### src/rtl/tx_pulse_scheduler.sv
// Transmit pulse scheduler: gates the code generator once per PRI, with
// configuration shadowed at burst start and a guaranteed low gap between pulses.
module tx_pulse_scheduler #(
    parameter int CNT_W   = 16,
    parameter int MAX_DIG = 32
) (
    input  logic             clk,
    input  logic             rst,
    input  logic             start,
    input  logic             stop,
    input  logic [31:0]      cfg_num_dig,
    input  logic [31:0]      cfg_codigo,
    input  logic [31:0]      cfg_tiempo_b,
    input  logic [31:0]      cfg_periodo,
    input  logic [CNT_W-1:0] cfg_n_pulsos,
    output logic [31:0]      num_dig,
    output logic [31:0]      codigo,
    output logic [31:0]      tiempo_b,
    output logic             sinc,
    output logic             pulse_strobe,
    output logic [CNT_W-1:0] pulse_idx,
    output logic             busy,
    output logic             done,
    output logic             cfg_err,
    output logic             trunc
);

    typedef enum logic [1:0] {IDLE, TX, WAIT, DONE} state_t;

    localparam logic [31:0] MAX_DIG_W = 32'(MAX_DIG);

    state_t           state;
    logic [31:0]      periodo_q;
    logic [CNT_W-1:0] n_pulsos_q;
    logic [31:0]      pc;
    logic [31:0]      wc;
    logic [5:0]       bc;

    logic cfg_ok;
    logic bit_last;
    logic code_end;
    logic pri_cut;
    logic pri_end;
    logic last_pulse;

    assign cfg_ok = (cfg_periodo >= 32'd2) && (cfg_num_dig != 32'd0) &&
                    (cfg_num_dig <= MAX_DIG_W) && (cfg_tiempo_b != 32'd0);

    // Bit counting mirrors the generator so the window length never needs a multiply.
    assign bit_last   = (wc == tiempo_b - 32'd1);
    assign code_end   = bit_last && ({26'd0, bc} == num_dig - 32'd1);
    assign pri_cut    = (pc == periodo_q - 32'd2);
    assign pri_end    = (pc == periodo_q - 32'd1);
    assign last_pulse = (n_pulsos_q != '0) && (pulse_idx == n_pulsos_q - CNT_W'(1));

    // NOTE: every register here is assigned with <= so all state updates see
    // the pre-edge values, regardless of statement order inside the block.
    always_ff @(posedge clk) begin
        if (!rst) begin
            state        <= IDLE;
            num_dig      <= '0;
            codigo       <= '0;
            tiempo_b     <= '0;
            periodo_q    <= '0;
            n_pulsos_q   <= '0;
            pc           <= '0;
            wc           <= '0;
            bc           <= '0;
            sinc         <= 1'b0;
            pulse_strobe <= 1'b0;
            pulse_idx    <= '0;
            busy         <= 1'b0;
            done         <= 1'b0;
            cfg_err      <= 1'b0;
            trunc        <= 1'b0;
        end else begin
            pulse_strobe <= 1'b0;
            done         <= 1'b0;
            case (state)
                IDLE: begin
                    if (start && !stop) begin
                        if (!cfg_ok) begin
                            cfg_err <= 1'b1;
                        end else begin
                            num_dig      <= cfg_num_dig;
                            codigo       <= cfg_codigo;
                            tiempo_b     <= cfg_tiempo_b;
                            periodo_q    <= cfg_periodo;
                            n_pulsos_q   <= cfg_n_pulsos;
                            cfg_err      <= 1'b0;
                            trunc        <= 1'b0;
                            pulse_idx    <= '0;
                            pc           <= '0;
                            wc           <= '0;
                            bc           <= '0;
                            sinc         <= 1'b1;
                            pulse_strobe <= 1'b1;
                            busy         <= 1'b1;
                            state        <= TX;
                        end
                    end
                end
                TX: begin
                    if (stop) begin
                        sinc  <= 1'b0;
                        busy  <= 1'b0;
                        state <= IDLE;
                    end else begin
                        pc <= pc + 32'd1;
                        if (bit_last) begin
                            wc <= '0;
                            bc <= bc + 6'd1;
                        end else begin
                            wc <= wc + 32'd1;
                        end
                        // The PRI cut leaves one low cycle so the generator re-arms.
                        if (code_end || pri_cut) begin
                            sinc  <= 1'b0;
                            state <= WAIT;
                        end
                        if (pri_cut && !code_end) trunc <= 1'b1;
                    end
                end
                WAIT: begin
                    if (stop) begin
                        busy  <= 1'b0;
                        state <= IDLE;
                    end else if (pri_end) begin
                        if (last_pulse) begin
                            busy  <= 1'b0;
                            done  <= 1'b1;
                            state <= DONE;
                        end else begin
                            pulse_idx    <= pulse_idx + CNT_W'(1);
                            pc           <= '0;
                            wc           <= '0;
                            bc           <= '0;
                            sinc         <= 1'b1;
                            pulse_strobe <= 1'b1;
                            state        <= TX;
                        end
                    end else begin
                        pc <= pc + 32'd1;
                    end
                end
                DONE:    state <= IDLE;
                default: state <= IDLE;
            endcase
        end
    end

endmodule

### config.mk
export PLATFORM = sky130hd
export DESIGN_NAME = tx_pulse_scheduler
export DESIGN_NICKNAME = d
export VERILOG_FILES = /design/src/rtl/tx_pulse_scheduler.sv
export SDC_FILE = /design/constraint.sdc
export NUM_CORES = 1
export LEC_CHECK = 0
export CAP_MARGIN = 20
export CORE_MARGIN = 2
export CORE_UTILIZATION = 53
export DETAILED_ROUTE_END_ITERATION = 8
export HOLD_SLACK_MARGIN = 0.12
export PLACE_DENSITY = 0.79
export REMOVE_ABC_BUFFERS = 1
export SETUP_SLACK_MARGIN = 0.05
export SLEW_MARGIN = 20
export SYNTH_ARGS = -nofsm -noshare
export SYNTH_HDL_FRONTEND = slang
export SYNTH_SLANG_ARGS = --single-unit
### constraint.sdc
create_clock -name clk -period 4.8 [get_ports clk]
set_input_delay 0.96 -clock clk [delete_from_list [all_inputs] [get_ports clk]]
set_output_delay 0.96 -clock clk [all_outputs]
set_load 0.02 [all_outputs]
==> impl_results.md <==
* Die H at 168 um
* Initial core utilization at 0.536
* Fin. Hold Viols at 0
* Root buffer cell: clkbuf_16
* Post-route setup slack at 393 ps
* Fin Hold WS at 450 ps
* Clock Latency Late Sink at 540 ps
* Seq pwr share at 0.449
* CTS tree: built
* H-tree depth at 1
* Initial antenna violation count at 1
* Synth top cells by count: 317 x nand2_1, 238 x dfxtp_1, 182 x a21oi_1, 105 x clkbuf_1, 74 x nor2_1
* Top FF cell, synth: dfxtp_1
* PwrDens at 246 nW/um^2
* Post-CTS Setup Bufs at 0
* Buffers on Ports at 265
* Post-CTS resize count at 0
* Least-Margin Pin Slew at 895 ps
* Layout net count at 2269
* I/O pins at 266
* Power Internal at 3460 uW
* Clock transition at path regs at 60 ps
* GRT Util Overall at 0.314
* Via count at 15239
* Routed WL at 46200 um
* First DRT Iteration DRCs at 1241
* Max-slew violations at 0
* Status: completed
* Area contributors post-synth: dfxtp_1 33%, nand2_1 8.3%, a21oi_1 6.4%
* Filler instances at 2253
* Setup TNS at 0 ps
* Post-CTS Hold Fix Bufs at 0
* Critical path arrival at 4860 ps
* Final min period at 4410 ps
* MaxCap Viol Count at 0
* Crit path capture type: flop
* Layout cell share with drive strength beyond 1 at 0.0580
* Ys async rst share at 0
* GRT Residual Overflow at 0
* Register bit total from synthesis at 238
* DRC viols at 0
* RePlAce Congestion at 0.940
* Pre-CTS WS at 319 ps
* Switching power at 1010 uW
* ANT nets after route at 0
* Maximum vdd drop at 0.000239 V
* Synth cell types at 84
* Num CTS Buffers at 27
* Rows at 60
* Die area at 28400 um^2
* Clock sink count at 238
* Pre-antenna DRT Iters at 7
* Avg Synthesized Cell Area at 7.55 um^2
* EDFF count, synth at 0
* Worst EP required at 5250 ps
* Unrepaired setup endpoints after global routing: false
* Synth-to-Final Area Change at 26.9%
* Cells after synthesis at 1897
* Die width at 168 um
* Placed cell area at 17300 um^2
* Max Root-Sink Buffers at 3
* Clock power frac at 0.479
* Crit start category: flop
* Post-synth top area share at 0.333
* FMAX at 227 MHz
* Synth area leader: dfxtp_1
* Pleak at 0.00643 uW
* Final setup vio count at 0
* Comb pwr share at 0.073
* Register area share after synthesis at 0.333
* Clk_skew at 13.9 ps
* Hold Crit Class: reg2reg
* Crit-path max FO at 32
* Post-route design area at 18200 um^2
* Most common cell in the synthesized netlist: nand2_1
* Hpwl dp at 33800 um
* Worst rel slew slack at 0.403
* Wire per inst at 18.7 um
* DR vias/cell at 6.19
* Ys Warns at 0
* Vias in the first global route at 14385
* Core Box Area at 26700 um^2
* Mapped cell area at 14300 um^2
* Final worst path period share at 0.918
* First-pass GRT wire length at 73700 um
* N_diodes at 0
* Largest net degree at the start of global routing at 139
* Critical path class: reg2reg
* Switching Fraction at 0.225
## cell usage in the layout (no fill, tap or decap), types with 8 or more instances in the layout
master,Yosys,layout
nand2_1,317,317
clkdlybuf4s50_1,0,265
dfxtp_1,238,238
a21oi_1,182,182
nor2_1,74,74
xnor2_1,73,73
o21ai_0,71,71
nor4_1,62,62
nor3_1,62,62
or3_1,61,61
xor2_1,60,60
nand4_1,55,55
inv_1,52,52
nand3_1,50,49
or4_1,47,47
and3_1,39,38
buf_4,0,38
a31oi_1,27,27
a211oi_1,27,27
clkbuf_16,0,27
o31ai_1,23,23
o211ai_1,16,16
mux2i_1,16,16
nand2b_1,14,14
ha_1,14,14
nor2b_1,13,13
and4_1,11,11
o21ai_1,12,11
or2_2,10,10
nor4b_1,9,9
a311oi_1,9,9
a41oi_1,8,8
## power by group through the flow
stage	Clock, uW	Sequential [uW]	Combinational (uW)
floorplan	0	2050	108
global placement	0	2050	315
finish	2140	2000	325
global route	2250	2000	348
CTS	2160	2000	323
detailed placement	0	2050	320
## metal layers
metal / up-vias / wire [um] / global-route usage
met5: - / 13 / 0
met4: 2 / 1200 / 0.0941
met2: 580 / 22500 / 0.540
met1: 7212 / 19000 / 0.397
met3: 104 / 3460 / 0.0628
li1: 7341 / - / -
## registers in the layout, summed over array words and instances, names as in the netlist
signal	cells
num_dig	32
sinc	1
busy	1
tiempo_b	32
state	2
n_pulsos_q	16
wc	32
codigo	32
periodo_q	32
trunc	1
pc	32
pulse_idx	16
pulse_strobe	1
cfg_err	1
bc	6
done	1
## kinds of logic (layout without fill, tap and decap cells)
| family | count (synthesis) | in the layout | share of synthesized area |
|---|---|---|---|
| AOI/OAI and AO/OA | 442 | 442 | 0.192 |
| xor gates and xnor gates | 134 | 134 | 0.0829 |
| adders and majority gates | 14 | 14 | 0.0122 |
| buffers and inverters | 178 | 403 | 0.0492 |
| DFF | 238 | 238 | 0.333 |
| muxes | 16 | 16 | 0.0112 |
| and+or+nand+nor | 875 | 875 | 0.320 |
## critical path: stages, from the launching register on
cell	delay, ps
dfxtp_1	340
inv_1	60
ha_1	240
nor3b_1	630
mux2i_1	170
o221a_2	290
or4_1	530
or3b_2	580
or2_0	450
a31oi_1	240
buf_4	220
o21ai_2	90
buf_4	270
a21oi_1	190
## through the flow
step | power, uW | cells | utilization
floorplan | 2150 | 1772 | -
global placement | 2360 | 2419 | 0.646
detailed placement | 2370 | 2419 | 0.646
CTS | 4490 | 2463 | 0.680
global route | 4600 | 2463 | 0.680
finish | 4460 | 2463 | 0.680
## cell type report
cell class | count | area [um^2] | area share
Multi-Input combinational cell | 1481 | 8880 | 0.489
Sequential cell | 238 | 4760 | 0.262
Timing Repair Buffer | 306 | 3000 | 0.165
Clock buffer | 34 | 752 | 0.0414
Tap cell | 341 | 427 | 0.0235
Inverter | 53 | 201 | 0.0111
Clock inverter | 10 | 155 | 0.00853
## worst paths after layout
check,from,end,slack [ps],cells past startpoint
worst min-delay path,codigo[22],codigo[22],450,2
worst min register to register,codigo[22],codigo[22],450,2
worst max-delay path,n_pulsos_q[0],wc[10],390,13
worst max register to register,n_pulsos_q[0],wc[10],390,13
No activity file was read; power rests on OpenSTA's default activity.
